### src/rtl/fifo_rd_packer.sv
// Packs DATA_WIDTH beats from an async FIFO read port into PACK_RATIO-lane words.
// Define FIFO_RD_PACKER_FLUSH_EN to add a flush input that emits partial words.
module fifo_rd_packer #(
  parameter int DATA_WIDTH = 8,
  parameter int PACK_RATIO = 4
) (
  input  logic                             rclk,
  input  logic                             rrst_n,
  input  logic                             in_valid,
  output logic                             in_ready,
  input  logic [DATA_WIDTH-1:0]            in_data,
  output logic                             out_valid,
  input  logic                             out_ready,
  output logic [DATA_WIDTH*PACK_RATIO-1:0] out_data,
  output logic [PACK_RATIO-1:0]            out_keep
`ifdef FIFO_RD_PACKER_FLUSH_EN
  ,
  input  logic                             flush
`endif
);

  localparam int CW = $clog2(PACK_RATIO);
  localparam int WW = DATA_WIDTH * PACK_RATIO;
  localparam logic [CW-1:0] LAST_LANE = CW'(PACK_RATIO - 1);

  typedef enum logic {
    ST_FILL,
    ST_WAIT
  } state_t;

  state_t                r_state;
  state_t                w_stateNext;
  logic [WW-1:0]         r_acc;
  logic [PACK_RATIO-1:0] r_accKeep;
  logic [CW-1:0]         r_cnt;
  logic [WW-1:0]         r_outData;
  logic [PACK_RATIO-1:0] r_outKeep;
  logic                  r_outValid;

  logic                  w_inFire;
  logic                  w_outFire;
  logic                  w_outFree;
  logic                  w_flushHit;
  logic                  w_complete;
  logic [WW-1:0]         w_accNext;
  logic [PACK_RATIO-1:0] w_keep;

  assign in_ready  = rrst_n && (r_state == ST_FILL);
  assign out_valid = r_outValid;
  assign out_data  = r_outData;
  assign out_keep  = r_outKeep;

  assign w_inFire  = in_valid && in_ready;
  assign w_outFire = r_outValid && out_ready;
  assign w_outFree = !r_outValid || out_ready;

`ifdef FIFO_RD_PACKER_FLUSH_EN
  assign w_flushHit = flush && (r_state == ST_FILL) && ((r_cnt != '0) || w_inFire);
`else
  assign w_flushHit = 1'b0;
`endif

  assign w_complete = (w_inFire && (r_cnt == LAST_LANE)) || w_flushHit;

  // Accumulator contents and lane mask as they would look after this cycle's beat.
  always_comb begin
    w_accNext = r_acc;
    w_keep    = '0;
    for (int i = 0; i < PACK_RATIO; i++) begin
      if (CW'(i) < r_cnt) w_keep[i] = 1'b1;
      if (w_inFire && (CW'(i) == r_cnt)) begin
        w_keep[i] = 1'b1;
        w_accNext[i*DATA_WIDTH +: DATA_WIDTH] = in_data;
      end
    end
  end

  always_comb begin
    w_stateNext = r_state;
    case (r_state)
      ST_FILL: if (w_complete && !w_outFree) w_stateNext = ST_WAIT;
      ST_WAIT: if (w_outFire) w_stateNext = ST_FILL;
    endcase
  end

  always_ff @(posedge rclk or negedge rrst_n) begin
    if (!rrst_n) r_state <= ST_FILL;
    else         r_state <= w_stateNext;
  end

  // A finished word bypasses the accumulator when the output register is free;
  // otherwise it parks in the accumulator until the output drains.
  always_ff @(posedge rclk or negedge rrst_n) begin
    if (!rrst_n) begin
      r_acc      <= '0;
      r_accKeep  <= '0;
      r_cnt      <= '0;
      r_outData  <= '0;
      r_outKeep  <= '0;
      r_outValid <= 1'b0;
    end else if (r_state == ST_FILL) begin
      if (w_complete) begin
        r_cnt <= '0;
        if (w_outFree) begin
          r_outData  <= w_accNext;
          r_outKeep  <= w_keep;
          r_outValid <= 1'b1;
          r_acc      <= '0;
        end else begin
          r_acc     <= w_accNext;
          r_accKeep <= w_keep;
        end
      end else begin
        if (w_inFire) begin
          r_acc <= w_accNext;
          r_cnt <= r_cnt + 1'b1;
        end
        if (w_outFire) r_outValid <= 1'b0;
      end
    end else if (w_outFire) begin
      r_outData <= r_acc;
      r_outKeep <= r_accKeep;
      r_acc     <= '0;
    end
  end

endmodule

### config.mk
export PLATFORM = sky130hd
export DESIGN_NAME = fifo_rd_packer
export DESIGN_NICKNAME = d
export VERILOG_FILES = /design/src/rtl/fifo_rd_packer.sv
export SDC_FILE = /design/constraint.sdc
export NUM_CORES = 1
export LEC_CHECK = 0
export ABC_AREA = 0
export CAP_MARGIN = 20
export CORE_AREA = 5 5 74 127
export DETAILED_ROUTE_END_ITERATION = 6
export DIE_AREA = 0 0 79 132
export HOLD_SLACK_MARGIN = 0.05
export PLACE_DENSITY = 0.65
export SYNTH_ARGS = -nofsm -noshare
export SYNTH_HDL_FRONTEND = slang
export SYNTH_SLANG_ARGS = --single-unit
### constraint.sdc
create_clock -name rclk -period 5 [get_ports rclk]
set_input_delay 1.5 -clock rclk [delete_from_list [all_inputs] [get_ports rclk]]
set_output_delay 1.5 -clock rclk [all_outputs]
set_load 0.01 [all_outputs]
### Word level (Yosys, flattened, before mapping)

Index checks and enable logic that the tools add are counted.

| storage, ports and cells | value |
|---|---|
| logic and storage cells | 76 |
| bits in latches | 0 |
| ROM bits | 0 |
| bits in writable memories | 0 |
| bits of input ports | 12 |
| memories | 0 |
| output and inout bits | 38 |
| register bits | 76 |

| cells by class | value |
|---|---|
| bitwise operators | 2 |
| multipliers | 0 |
| equal/unequal tests | 6 |
| mux-type cells | 33 |
| div/mod/pow operators | 0 |
| reduce and logical (&&, ||, !) cells | 23 |
| add/subtract/negate cells | 1 |
| shifts and indexed selects | 0 |
| order comparisons | 4 |

Operator list:

| kind | number |
|---|---|
| $mux 32 | 9 |
| $mux 8 | 4 |
| $mux 4 | 4 |
| $mux 1 | 13 |
| $logic_and 1x1->1 | 9 |
| $reduce_and 3->1 | 3 |
| $reduce_bool 2->1 | 4 |
| $eq 2x2->1 const A | 2 |
| $lt 1x2->1 const A | 2 |
| $lt 2x2->1 const A | 2 |
| $mux 2 | 2 |
| $reduce_and 2->1 | 2 |
| $reduce_bool 3->1 | 1 |
| $add 2x1->2 const B | 1 |
| $eq 1x2->1 const A | 1 |
| $eq 2x2->1 const B | 1 |
| $logic_not 1->1 | 2 |
| $logic_not 2->1 | 1 |
| $ne 2x1->1 const B | 1 |
| $ne 2x2->1 const B | 1 |
| $not 1->1 | 2 |
| $pmux 1 s2 | 1 |
| $logic_or 1x1->1 | 1 |

### Logic depth before layout (Yosys ltp)

Gate-level depths: netlist of run 1.

| logic depth | value |
|---|---|
| word-level depth | 8 |
| gate-level depth with buffers | 6 |
| depth with buffers taken out | 5 |

### Worst setup path after synthesis of run 1

OpenSTA, ideal clock, no wires.

| path | value |
|---|---|
| kind | input -> output |
| from | input rrst_n |
| to | output in_ready |
| cell stages on the path | 2 |
| slack | 1.665 ns |
| required time | 3.500 ns |
| arrival time | 1.835 ns |
| buffers on the path | 1 |
| path through | buf_6 -> nor2b_1 |

| between the ends | value |
|---|---|
| longest elaborated chain between the ends | 1 |

RTL lines:

| item | RTL line | RTL |
|---|---|---|
| start: declaration | 8 | `input logic rrst_n,` |
| $logic_and 1x1->1 | 48 | `assign in_ready = rrst_n && (r_state == ST_FILL);` |
| end: declaration | 10 | `output logic in_ready,` |

No other way between the ends.

### Worst setup path in the final report of run 1

Same ends and word-level chain as after synthesis.

==> results of run 1 <==
-- worst max-delay path, stage by stage --
cell and delay (ns):
sky130_fd_sc_hd__buf_4 0.09, sky130_fd_sc_hd__nor2b_1 0.12, sky130_fd_sc_hd__clkdlybuf4s50_1 0.55
-- Yosys cell counts, drive strengths merged --
cell,instances
o21ai,1
a21oi,1
and2,1
nand3b,1
nand2b,2
inv,4
nand2,52
mux2,70
a41oi,1
nor3,1
a22o,8
a21boi,1
a31oi,2
dfrtp,76
a21o,2
nand3,2
nor2b,3
a2bb2oi,1
clkbuf,3
nand4b,5
nor2,2
buf,17
and4b,3
or2,2
o21a,1
o22ai,24
ha,4
-- flip-flops by register name, summed over array words and instances (netlist names) --
register and count:
out_data 32, r_acc 32, out_keep 4, r_accKeep 4, r_cnt 2, out_valid 1
r_state 1
-- worst min-delay path by stage --
stage | slack (ns) | depth (start not counted) | end | start
after detailed placement | 0.45 | 1 | r_accKeep[3] | r_accKeep[3]
after CTS | 0.46 | 1 | r_accKeep[3] | r_accKeep[3]
final | 0.46 | 1 | r_accKeep[3] | r_accKeep[3]
after floorplan | 0.43 | 1 | r_accKeep[3] | r_accKeep[3]
after global placement | 0.45 | 1 | r_accKeep[3] | r_accKeep[3]
after global routing | 0.47 | 1 | r_accKeep[3] | r_accKeep[3]
-- logic make-up after synthesis --
family                     Yosys count
DFF                                 76
and+or+nand+nor                     74
muxes                               70
AOI/OAI and AO/OA                   42
buffers and inverters               24
adders and majority gates            4
-- layout make-up --
cell class | count | area share [%]
inverter | 4 | 0.340
tap | 92 | 2.61
clock inverter | 1 | 0.680
timing repair buffer | 54 | 11.9
multi-input combinational | 190 | 35.2
clock buffer | 14 | 6.20
sequential | 76 | 43.1
-- layer usage --
metal	vias to the layer above	wire length [um]	global-route usage [%]
met2	39	3820	24.8
met1	1231	3500	21.2
met5	-	0	0
li1	1128	-	-
met3	10	242	3.69
met4	0	142	6.60
-- power by group --
group / total, mW / switching, mW / internal, mW
registers: 0.934 / 0.125 / 0.808
clock network: 0.659 / 0.234 / 0.425
logic: 0.817 / 0.343 / 0.475
total: 2.41 / 0.702 / 1.71
-- through the flow --
| stage | hold WS, ns | std cells | utilization [%] | setup slack (ns) | instance area, um^2 |
|---|---|---|---|---|---|
| CTS | 0.462 | 431 | 53.8 | 1.23 | 4420 |
| detailed placement | 0.449 | 416 | 50.1 | 1.17 | 4110 |
| floorplan | 0.429 | 290 | - | 1.67 | 3590 |
| finish | 0.464 | 431 | 53.8 | 1.25 | 4420 |
| global route | 0.470 | 431 | 53.8 | 1.18 | 4420 |
| global placement | 0.446 | 416 | 50.1 | 1.22 | 4110 |
==> impl_metrics.prom, run 1 <==
# TYPE chip_impl_metric gauge
chip_impl_info{name="cts_tree",value="built"} 1
chip_impl_info{name="synth_largest_area_cell",value="sky130_fd_sc_hd__dfrtp_1"} 1
chip_impl_metric{name="place.detailed.hpwl",unit="um"} 5120
chip_impl_metric{name="grt_first_pass_wirelength",unit="um"} 12800
chip_impl_metric{name="placeableCoreArea",unit="mm^2"} 0.00820
chip_impl_metric{name="period_share",unit="%"} 75.1
chip_impl_metric{name="post_synthesis_instance_area",unit="mm^2"} 0.00359
chip_impl_metric{name="ios",unit=""} 50
chip_impl_metric{name="cts.clk_slew.worst_paths",unit="ns"} 0.06
chip_impl_metric{name="r2r_cells",unit=""} 4
chip_impl_metric{name="num_antenna_cells",unit=""} 0
chip_impl_info{name="start_kind",value="primary input"} 1
chip_impl_metric{name="htree_num_levels",unit=""} 3
chip_impl_metric{name="crit_path_max_fanout",unit=""} 2
chip_impl_metric{name="netlist.area_leader.share",unit="%"} 52.9
chip_impl_metric{name="synthXorXnorAreaFrac",unit="%"} 0
chip_impl_info{name="final_cell_mix",value="sky130_fd_sc_hd__dfrtp_1 (76), sky130_fd_sc_hd__mux2_2 (66), sky130_fd_sc_hd__nand2_1 (52)"} 1
chip_impl_metric{name="floorplan.initialDensity",unit="%"} 43.8
chip_impl_metric{name="period_needed",unit="ns"} 3.75
chip_impl_metric{name="peakVddDrop",unit="V"} 0.000331
chip_impl_metric{name="numClockSinks",unit=""} 76
chip_impl_metric{name="layout-drive-gt1-share",unit="%"} 28.3
chip_impl_info{name="worst_setup_path_endpoint",value="in_ready"} 1
chip_impl_metric{name="gr-usage-all-layers",unit="%"} 15.9
chip_impl_metric{name="r2r_slack",unit="ns"} 2.80
chip_impl_metric{name="initialDrtViolationCount",unit=""} 119
chip_impl_metric{name="fp-row-count",unit=""} 44
chip_impl_metric{name="synth-compound-area-share",unit="%"} 8.18
chip_impl_metric{name="filler_cell_count",unit=""} 718
chip_impl_metric{name="power.leakage",unit="nW"} 2.08
chip_impl_metric{name="cts-buffers-inserted",unit=""} 9
chip_impl_metric{name="antenna_found_initial",unit=""} 0
chip_impl_info{name="min_path_type",value="flop to flop"} 1
chip_impl_metric{name="synth_fp_nets",unit=""} 306
chip_impl_metric{name="post-layout-total-power",unit="mW"} 2.41
chip_impl_metric{name="tightest_slew",unit="ns"} 0.846
chip_impl_metric{name="clk-insertion-delay-late",unit="ns"} 0.33
chip_impl_info{name="r2r-start",value="r_cnt[1]"} 1
chip_impl_metric{name="synth_area_per_cell",unit="um^2"} 12.4
chip_impl_metric{name="vias",unit=""} 2408
chip_impl_metric{name="remaining_drc_errors",unit=""} 0
chip_impl_metric{name="relSlewSlack",unit="%"} 43.6
chip_impl_metric{name="maxClockFrequency",unit="GHz"} 0.266
chip_impl_metric{name="max_cap_viol_count",unit=""} 0
chip_impl_metric{name="detail_route.vias_per_cell",unit=""} 5.59
chip_impl_metric{name="drt-wirelength-per-cell",unit="um"} 17.9
chip_impl_metric{name="yosysWarningCount",unit=""} 0
chip_impl_metric{name="portBuffers",unit=""} 49
chip_impl_metric{name="globalplace.congestion",unit=""} 0.746
chip_impl_metric{name="synth.mux.area_fraction",unit="%"} 22.3
chip_impl_metric{name="grt_overflow_total",unit=""} 0
chip_impl_metric{name="adder_cell_fraction_of_synth_area",unit="%"} 1.39
chip_impl_info{name="end_kind",value="output port"} 1
chip_impl_metric{name="cellPowerDensity",unit="mW/mm^2"} 546
chip_impl_metric{name="fin_tns_setup",unit="ns"} 0
chip_impl_metric{name="clock_tree.buffer_depth",unit=""} 2
chip_impl_metric{name="worst-endpoint-required",unit="ns"} 3.50
chip_impl_metric{name="yosys.area_share.simple",unit="%"} 11.1
chip_impl_metric{name="cells_after_synth",unit=""} 290
chip_impl_metric{name="firstDrtPassIters",unit=""} 4
chip_impl_metric{name="fin_nets",unit=""} 351
chip_impl_metric{name="fin_worst_skew",unit="ns"} 0.00422
chip_impl_metric{name="grt_start_max_net_pins",unit=""} 48
chip_impl_info{name="critical_path_class",value="primary input to output port"} 1
chip_impl_info{name="root_buffer",value="sky130_fd_sc_hd__clkbuf_16"} 1
chip_impl_metric{name="worst_ep_arrival_time",unit="ns"} 2.25
chip_impl_metric{name="ff_latch_area",unit="mm^2"} 0.00190
chip_impl_metric{name="die_width",unit="um"} 79
chip_impl_metric{name="die-area",unit="mm^2"} 0.0104
chip_impl_metric{name="ys_seq_area_share",unit="%"} 52.9
chip_impl_metric{name="synthToLayoutAreaGrowth",unit="%"} 22.9
chip_impl_info{name="mostFrequentLayoutCell",value="sky130_fd_sc_hd__dfrtp_1"} 1
chip_impl_info{name="crit_path_start",value="rrst_n"} 1
chip_impl_metric{name="chipHeight",unit="um"} 132
chip_impl_metric{name="first_global_vias",unit=""} 2444
chip_impl_metric{name="routed_wirelength",unit="um"} 7710
chip_impl_info{name="result_of_the_run",value="complete, no violations"} 1
chip_impl_metric{name="postRouteAntennaNets",unit=""} 0
chip_impl_info{name="dominant_combinational_cell_family_by_area_after_synthesis",value="multiplexers"} 1
chip_impl_metric{name="finalMaxSlewViolations",unit=""} 0
chip_impl_metric{name="synthDistinctLibCells",unit=""} 33
chip_impl_metric{name="post_cts.resized_instances",unit=""} 0
chip_impl_metric{name="post_cts_hold_buffer_count",unit=""} 0
chip_impl_metric{name="cts_setup_buffers",unit=""} 0
chip_impl_metric{name="yosys_register_bits",unit=""} 76
chip_impl_info{name="ys_top_cells_by_area",value="sky130_fd_sc_hd__dfrtp_1 (53%), sky130_fd_sc_hd__mux2_2 (21%), sky130_fd_sc_hd__nand2_1 (5.4%)"} 1
chip_impl_info{name="unrepaired_setup_endpoints_after_global_routing",value="no"} 1
chip_impl_info{name="worst_r2r_endpoint",value="r_accKeep[2]"} 1
chip_impl_metric{name="setup_viol",unit=""} 0
chip_impl_metric{name="multiInputGateArea",unit="mm^2"} 0.00156
chip_impl_metric{name="final-hold-violation-count",unit=""} 0
(Power assumes the default switching activity.)
==> run 2: changes to the inputs <==
--- a/config.mk
+++ b/config.mk
@@ -11,7 +11,7 @@
 export DETAILED_ROUTE_END_ITERATION = 6
 export DIE_AREA = 0 0 79 132
 export HOLD_SLACK_MARGIN = 0.05
-export PLACE_DENSITY = 0.65
+export PLACE_DENSITY = 0.68
 export SYNTH_ARGS = -nofsm -noshare
 export SYNTH_HDL_FRONTEND = slang
 export SYNTH_SLANG_ARGS = --single-unit
==> constraint.sdc (replaced) <==
create_clock -name rclk -period 3.15 [get_ports rclk]
set_input_delay 0.945 -clock rclk [delete_from_list [all_inputs] [get_ports rclk]]
set_output_delay 0.945 -clock rclk [all_outputs]
set_load 0.01 [all_outputs]
==> run 2 against run 1 <==
Net effect:
- sequential power rose by 58%
- register-to-register slack got worse by 1.5 ns
- worst setup slack got worse by 0.76 ns
- critical path depth did not move
- first-iteration DRC count rose by 39%
- sequential share of layout area barely moved
- final area barely moved
- critical path type unchanged
- highest routed layer unchanged
==> impl_metrics.prom, run 2 (synthesized netlist as in run 1, its figures left out) <==
# TYPE chip_impl_metric gauge
chip_impl_info{name="path_delay_family",value="buffers and inverters"} 1
chip_impl_metric{name="globalplace.congestion",unit=""} 0.733
chip_impl_metric{name="final-hold-violation-count",unit=""} 0
chip_impl_metric{name="finalMaxSlewViolations",unit=""} 0
chip_impl_info{name="worstPathCellList",value="buf_4, nor2b_1, clkdlybuf4s50_1"} 1
chip_impl_metric{name="die-area",unit="mm^2"} 0.0104
chip_impl_info{name="min_path_type",value="flop to flop"} 1
chip_impl_metric{name="grt_overflow_total",unit=""} 0
chip_impl_metric{name="fp-row-count",unit=""} 44
chip_impl_metric{name="grt_start_max_net_pins",unit=""} 67
chip_impl_info{name="critPathSlowestCell",value="sky130_fd_sc_hd__clkdlybuf4s50_1"} 1
chip_impl_metric{name="max_cap_viol_count",unit=""} 0
chip_impl_metric{name="cts-buffers-inserted",unit=""} 9
chip_impl_metric{name="remaining_drc_errors",unit=""} 0
chip_impl_info{name="result_of_the_run",value="complete, no violations"} 1
chip_impl_metric{name="worst_ep_arrival_time",unit="ns"} 1.72
chip_impl_metric{name="placement.setup.worst_slack",unit="ns"} 0.365
chip_impl_metric{name="synthToLayoutAreaGrowth",unit="%"} 22.8
chip_impl_info{name="final_cell_mix",value="sky130_fd_sc_hd__dfrtp_1 (76), sky130_fd_sc_hd__mux2_2 (66), sky130_fd_sc_hd__nand2_1 (52)"} 1
chip_impl_metric{name="vias",unit=""} 2390
chip_impl_info{name="cts_tree",value="built"} 1
chip_impl_metric{name="grt_first_pass_wirelength",unit="um"} 12900
chip_impl_metric{name="timing.final.ws_setup",unit="ns"} 0.483
chip_impl_metric{name="detail_route.vias_per_cell",unit=""} 5.48
chip_impl_metric{name="first_global_vias",unit=""} 2477
chip_impl_metric{name="period_needed",unit="ns"} 2.67
chip_impl_info{name="mostFrequentLayoutCell",value="sky130_fd_sc_hd__dfrtp_1"} 1
chip_impl_info{name="holdCritStartpoint",value="r_accKeep[3]"} 1
chip_impl_metric{name="tightest_slew",unit="ns"} 0.850
chip_impl_metric{name="postRouteAntennaNets",unit=""} 0
chip_impl_metric{name="cts.clk_slew.worst_paths",unit="ns"} 0.05
chip_impl_metric{name="relSlewSlack",unit="%"} 43.4
chip_impl_info{name="end_kind",value="output port"} 1
chip_impl_metric{name="setup_viol",unit=""} 0
chip_impl_metric{name="chipHeight",unit="um"} 132
chip_impl_metric{name="gr-usage-all-layers",unit="%"} 16.2
chip_impl_metric{name="num_antenna_cells",unit=""} 0
chip_impl_metric{name="ios",unit=""} 50
chip_impl_metric{name="clk-insertion-delay-late",unit="ns"} 0.33
chip_impl_metric{name="period_share",unit="%"} 84.7
chip_impl_metric{name="worst-endpoint-required",unit="ns"} 2.20
chip_impl_info{name="start_kind",value="primary input"} 1
chip_impl_metric{name="post_cts.resized_instances",unit=""} 0
chip_impl_info{name="unrepaired_setup_endpoints_after_global_routing",value="no"} 1
chip_impl_metric{name="floorplan.initialDensity",unit="%"} 43.8
chip_impl_metric{name="numClockSinks",unit=""} 76
chip_impl_info{name="crit_path_start",value="rrst_n"} 1
chip_impl_metric{name="clock_tree.buffer_depth",unit=""} 2
chip_impl_metric{name="fin_nets",unit=""} 356
chip_impl_metric{name="cp_slowest_stage_delay",unit="ns"} 0.55
chip_impl_metric{name="crit_buf_inv",unit=""} 2
chip_impl_info{name="r2r-start",value="r_cnt[1]"} 1
chip_impl_info{name="root_buffer",value="sky130_fd_sc_hd__clkbuf_16"} 1
chip_impl_metric{name="htree_num_levels",unit=""} 3
chip_impl_metric{name="peakVddDrop",unit="V"} 0.000423
chip_impl_metric{name="post-route-cell-area",unit="mm^2"} 0.00441
chip_impl_metric{name="antenna_found_initial",unit=""} 0
chip_impl_metric{name="placeableCoreArea",unit="mm^2"} 0.00820
chip_impl_metric{name="post_cts_hold_buffer_count",unit=""} 0
chip_impl_metric{name="fin_tns_setup",unit="ns"} 0
chip_impl_metric{name="cellPowerDensity",unit="mW/mm^2"} 833
chip_impl_metric{name="crit_path_max_fanout",unit=""} 2
chip_impl_metric{name="maxClockFrequency",unit="GHz"} 0.375
chip_impl_metric{name="initialDrtViolationCount",unit=""} 165
chip_impl_metric{name="filler_cell_count",unit=""} 732
chip_impl_metric{name="power.leakage",unit="nW"} 2.08
chip_impl_metric{name="place.detailed.hpwl",unit="um"} 5080
chip_impl_metric{name="dpl-instance-area",unit="mm^2"} 0.00416
chip_impl_metric{name="fin_worst_skew",unit="ns"} 0.00494
chip_impl_metric{name="routed_wirelength",unit="um"} 7580
chip_impl_metric{name="layout-drive-gt1-share",unit="%"} 29.1
chip_impl_metric{name="die_width",unit="um"} 79
chip_impl_metric{name="drt-wirelength-per-cell",unit="um"} 17.4
chip_impl_info{name="critical_path_class",value="primary input to output port"} 1
chip_impl_metric{name="cts_setup_buffers",unit=""} 0
chip_impl_metric{name="portBuffers",unit=""} 49
chip_impl_metric{name="firstDrtPassIters",unit=""} 4
[run 2: cell types whose count changed in the layout (fill, tap and decap cells not counted), sizes merged]
cell and delta:
bufinv -1, clkbuf -2, clkinv +3, buf +5
[run 2: metal layers]
layer	GRT usage (%)	vias to the layer above	share of wire (%)	routed length [um]
met5	0	-	0	0
met4	6.12	0	1.5	115
met3	4.31	7	2.5	193
met2	25.6	38	51	3860
met1	21.0	1201	45	3410
li1	-	1144	-	-
[run 2: power by group]
part / internal, mW / switching, mW
logic: 0.766 / 0.540
clock network: 0.525 / 0.365
registers: 1.28 / 0.199
total: 2.57 / 1.10
[run 2: worst register-to-register path, stage by stage (launching register included)]
cell,delay [ns]
sky130_fd_sc_hd__dfrtp_1,0.43
sky130_fd_sc_hd__ha_1,0.29
sky130_fd_sc_hd__nand4b_4,0.17
sky130_fd_sc_hd__a21boi_4,0.20
sky130_fd_sc_hd__buf_4,0.30
sky130_fd_sc_hd__mux2_2,0.38
[run 2: area by class of cell]
| class | instances | area, um^2 | area share (%) |
|---|---|---|---|
| Clock buffer | 12 | 236 | 5.36 |
| Clock inverter | 3 | 15.0 | 0.340 |
| Inverter | 4 | 15.0 | 0.340 |
| Multi-Input combinational cell | 190 | 1560 | 35.2 |
| Sequential cell | 76 | 1900 | 43.1 |
| Tap cell | 92 | 115 | 2.61 |
| Timing Repair Buffer | 59 | 576 | 13.0 |
[run 2: path summary, 6_finish.rpt]
path	end	slack [ns]	cells past startpoint
max reg2reg	out_data[24]	1.25	5
min	r_accKeep[3]	0.46	1
min reg2reg	r_accKeep[3]	0.46	1
max	in_ready	0.48	3
min in group asynchronous	r_cnt[1]	0.62	2
max in group asynchronous	out_data[31]	1.41	3
[run 2: stage by stage]
stage | hold slack, ns | util [%] | power, mW | instances
after floorplan | 0.429 | - | 2.27 | 290
after global placement | 0.443 | 50.7 | 2.79 | 421
after detailed placement | 0.454 | 50.7 | 2.82 | 421
after CTS | 0.466 | 53.8 | 3.72 | 436
after global routing | 0.479 | 53.8 | 3.92 | 436
final | 0.460 | 53.8 | 3.68 | 436
==> run 3: changes to the inputs <==
--- a/config.mk
+++ b/config.mk
@@ -11,7 +11,7 @@
 export DETAILED_ROUTE_END_ITERATION = 6
 export DIE_AREA = 0 0 79 132
 export HOLD_SLACK_MARGIN = 0.05
-export PLACE_DENSITY = 0.68
+export PLACE_DENSITY = 0.65
 export SYNTH_ARGS = -nofsm -noshare
 export SYNTH_HDL_FRONTEND = slang
 export SYNTH_SLANG_ARGS = --single-unit
==> constraint.sdc (replaced) <==
create_clock -name rclk -period 2.6 [get_ports rclk]
set_input_delay 0.78 -clock rclk [delete_from_list [all_inputs] [get_ports rclk]]
set_output_delay 0.78 -clock rclk [all_outputs]
set_load 0.01 [all_outputs]
==> run 3 against run 2 <==
Net effect:
- die area stayed put
- worst hold slack worse by 0.020 ns
- total power is 28% higher
- first-iteration DRC count is 25% lower
- worst setup slack worse by 0.24 ns
- register-to-register slack worse by 0.53 ns
- routed wire length is 1.2% higher
- cell count is 0.46% higher
- non-clock buffer count is 1 higher
- utilization is 1.2 points higher
- critical path type unchanged
- highest routed layer unchanged
==> impl_metrics.prom, run 3 (synthesized netlist as in run 1, its figures left out) <==
# TYPE chip_impl_metric gauge
chip_impl_info{name="result_of_the_run",value="complete, no violations"} 1
chip_impl_info{name="min_path_type",value="primary input to asynchronous set/reset pin"} 1
chip_impl_metric{name="crit_buf_inv",unit=""} 2
chip_impl_metric{name="power.share.switching",unit="%"} 29.4
chip_impl_metric{name="peakVddDrop",unit="V"} 0.000548
chip_impl_metric{name="cts_setup_buffers",unit=""} 0
chip_impl_metric{name="max_cap_viol_count",unit=""} 0
chip_impl_metric{name="routed_wirelength",unit="um"} 7680
chip_impl_metric{name="post-route-cell-area",unit="mm^2"} 0.00451
chip_impl_metric{name="crit_path_max_fanout",unit=""} 2
chip_impl_metric{name="relSlewSlack",unit="%"} 44.9
chip_impl_metric{name="cts-buffers-inserted",unit=""} 9
chip_impl_metric{name="htree_num_levels",unit=""} 3
chip_impl_metric{name="tightest_slew",unit="ns"} 0.826
chip_impl_info{name="critical_path_class",value="primary input to output port"} 1
chip_impl_info{name="end_kind",value="output port"} 1
chip_impl_metric{name="finalMaxSlewViolations",unit=""} 0
chip_impl_metric{name="num_antenna_cells",unit=""} 0
chip_impl_metric{name="synthToLayoutAreaGrowth",unit="%"} 25.5
chip_impl_metric{name="firstDrtPassIters",unit=""} 4
chip_impl_metric{name="ios",unit=""} 50
chip_impl_metric{name="gr-usage-all-layers",unit="%"} 16.2
chip_impl_metric{name="postRouteAntennaNets",unit=""} 0
chip_impl_metric{name="pwr-share-comb",unit="%"} 34.6
chip_impl_metric{name="share_clk_of_total_power",unit="%"} 27.9
chip_impl_metric{name="initialDrtViolationCount",unit=""} 123
chip_impl_metric{name="numClockSinks",unit=""} 76
chip_impl_info{name="unrepaired_setup_endpoints_after_global_routing",value="no"} 1
chip_impl_metric{name="grt_start_max_net_pins",unit=""} 67
chip_impl_metric{name="final-hold-violation-count",unit=""} 0
chip_impl_metric{name="holdWs",unit="ns"} 0.440
chip_impl_info{name="worst_r2r_endpoint",value="out_data[7]"} 1
chip_impl_metric{name="placeableCoreArea",unit="mm^2"} 0.00820
chip_impl_metric{name="power.switching",unit="mW"} 1.39
chip_impl_metric{name="final_core_utilization",unit="%"} 55.0
chip_impl_metric{name="grt_overflow_total",unit=""} 0
chip_impl_metric{name="placement.setup.worst_slack",unit="ns"} 0.0677
chip_impl_metric{name="portBuffers",unit=""} 49
chip_impl_metric{name="drt-wirelength-per-cell",unit="um"} 17.5
chip_impl_metric{name="maxClockFrequency",unit="GHz"} 0.425
chip_impl_info{name="start_kind",value="primary input"} 1
chip_impl_metric{name="floorplan.initialDensity",unit="%"} 43.8
chip_impl_info{name="worstPathCellList",value="buf_4, nor2b_1, clkdlybuf4s50_1"} 1
chip_impl_metric{name="layout-drive-gt1-share",unit="%"} 30.1
chip_impl_metric{name="detail_route.vias_per_cell",unit=""} 5.49
chip_impl_metric{name="p_int",unit="mW"} 3.34
chip_impl_metric{name="cp_slowest_stage_delay",unit="ns"} 0.55
chip_impl_info{name="root_buffer",value="sky130_fd_sc_hd__clkbuf_16"} 1
chip_impl_metric{name="grt_first_pass_wirelength",unit="um"} 13100
chip_impl_metric{name="cp.depth",unit=""} 3
chip_impl_metric{name="die_width",unit="um"} 79
chip_impl_metric{name="post_cts_hold_buffer_count",unit=""} 0
chip_impl_info{name="r2r-start",value="r_cnt[1]"} 1
chip_impl_metric{name="r2r_slack",unit="ns"} 0.72
chip_impl_metric{name="timing.final.ws_setup",unit="ns"} 0.247
chip_impl_metric{name="fin_nets",unit=""} 357
chip_impl_metric{name="clk-insertion-delay-late",unit="ns"} 0.34
chip_impl_metric{name="power.leakage",unit="nW"} 2.12
chip_impl_metric{name="antenna_found_initial",unit=""} 0
chip_impl_metric{name="worst_ep_arrival_time",unit="ns"} 1.57
chip_impl_metric{name="remaining_drc_errors",unit=""} 0
chip_impl_metric{name="fin_tns_setup",unit="ns"} 0
chip_impl_metric{name="first_global_vias",unit=""} 2622
chip_impl_metric{name="place.detailed.hpwl",unit="um"} 5110
chip_impl_metric{name="post_cts.resized_instances",unit=""} 0
chip_impl_metric{name="setup_viol",unit=""} 0
chip_impl_info{name="mostFrequentLayoutCell",value="sky130_fd_sc_hd__dfrtp_1"} 1
chip_impl_metric{name="clock_tree.buffer_depth",unit=""} 2
chip_impl_metric{name="share_seq_of_total_power",unit="%"} 37.5
chip_impl_info{name="path_delay_family",value="buffers and inverters"} 1
chip_impl_metric{name="globalplace.congestion",unit=""} 0.753
chip_impl_metric{name="fin_cells",unit=""} 438
chip_impl_metric{name="placed_cells",unit=""} 422
chip_impl_metric{name="period_share",unit="%"} 90.5
chip_impl_metric{name="vias",unit=""} 2404
chip_impl_info{name="cts_tree",value="built"} 1
chip_impl_metric{name="worst-endpoint-required",unit="ns"} 1.82
chip_impl_metric{name="dpl-instance-area",unit="mm^2"} 0.00420
chip_impl_info{name="worst_setup_path_endpoint",value="in_ready"} 1
chip_impl_metric{name="cts.clk_slew.worst_paths",unit="ns"} 0.06
chip_impl_metric{name="die-area",unit="mm^2"} 0.0104
chip_impl_metric{name="fp-row-count",unit=""} 44
chip_impl_info{name="final_cell_mix",value="sky130_fd_sc_hd__dfrtp_1 (76), sky130_fd_sc_hd__mux2_2 (66), sky130_fd_sc_hd__nand2_1 (52)"} 1
chip_impl_info{name="crit_path_start",value="rrst_n"} 1
chip_impl_metric{name="period_needed",unit="ns"} 2.35
chip_impl_metric{name="cellPowerDensity",unit="mW/mm^2"} 1050
chip_impl_info{name="critPathSlowestCell",value="sky130_fd_sc_hd__clkdlybuf4s50_1"} 1
chip_impl_metric{name="r2r_cells",unit=""} 5
chip_impl_metric{name="post-layout-total-power",unit="mW"} 4.72
chip_impl_metric{name="chipHeight",unit="um"} 132
chip_impl_metric{name="fin_worst_skew",unit="ns"} 0.00879
run 3: cell count changes in the layout (fill, tap and decap cells not counted), sizes merged:
cell / change
bufinv: +2
clkbuf: -2
clkinvlp: +2
buf: +1
clkinv: -1
run 3: worst min path at each step:
stage	from	depth (start not counted)	endpoint	slack, ns
after CTS	rrst_n	2	r_cnt[0]	0.44
after global placement	r_accKeep[3]	1	r_accKeep[3]	0.44
final	rrst_n	2	r_cnt[0]	0.44
after global routing	rrst_n	2	r_cnt[0]	0.45
after detailed placement	r_accKeep[3]	1	r_accKeep[3]	0.45
after floorplan	r_accKeep[3]	1	r_accKeep[3]	0.43
run 3: power groups by stage:
stage | Sequential [mW] | Combinational (mW) | Clock, mW
after floorplan | 1.84 | 0.909 | 0
after global placement | 1.78 | 1.63 | 0
after detailed placement | 1.79 | 1.65 | 0
after CTS | 1.78 | 1.66 | 1.35
after global routing | 1.83 | 1.78 | 1.40
final | 1.77 | 1.63 | 1.32
run 3: worst register-to-register path, stage by stage, from the launching register on:
cell,delay [ns]
sky130_fd_sc_hd__dfrtp_1,0.44
sky130_fd_sc_hd__inv_1,0.13
sky130_fd_sc_hd__ha_1,0.25
sky130_fd_sc_hd__nand4b_4,0.29
sky130_fd_sc_hd__mux2_4,0.40
sky130_fd_sc_hd__mux2_4,0.25
run 3: cell type report:
class | instances | area (um^2)
clock buffers | 10 | 229
clock inverters | 6 | 88.8
fillers | 716 | 3690
inverters | 4 | 15.0
multi-input cells | 190 | 1560
flip-flops and latches | 76 | 1900
well taps | 92 | 115
repair buffers | 60 | 608
run 3: per-layer routing:
| metal | track usage [%] | part of all wire [%] | up-vias | routed length [um] |
|---|---|---|---|---|
| met3 | 4.17 | 3.1 | 15 | 241 |
| li1 | - | - | 1143 | - |
| met1 | 20.5 | 45 | 1194 | 3480 |
| met5 | 0 | 0 | - | 0 |
| met2 | 25.5 | 48 | 52 | 3710 |
| met4 | 7.55 | 3.2 | 0 | 246 |
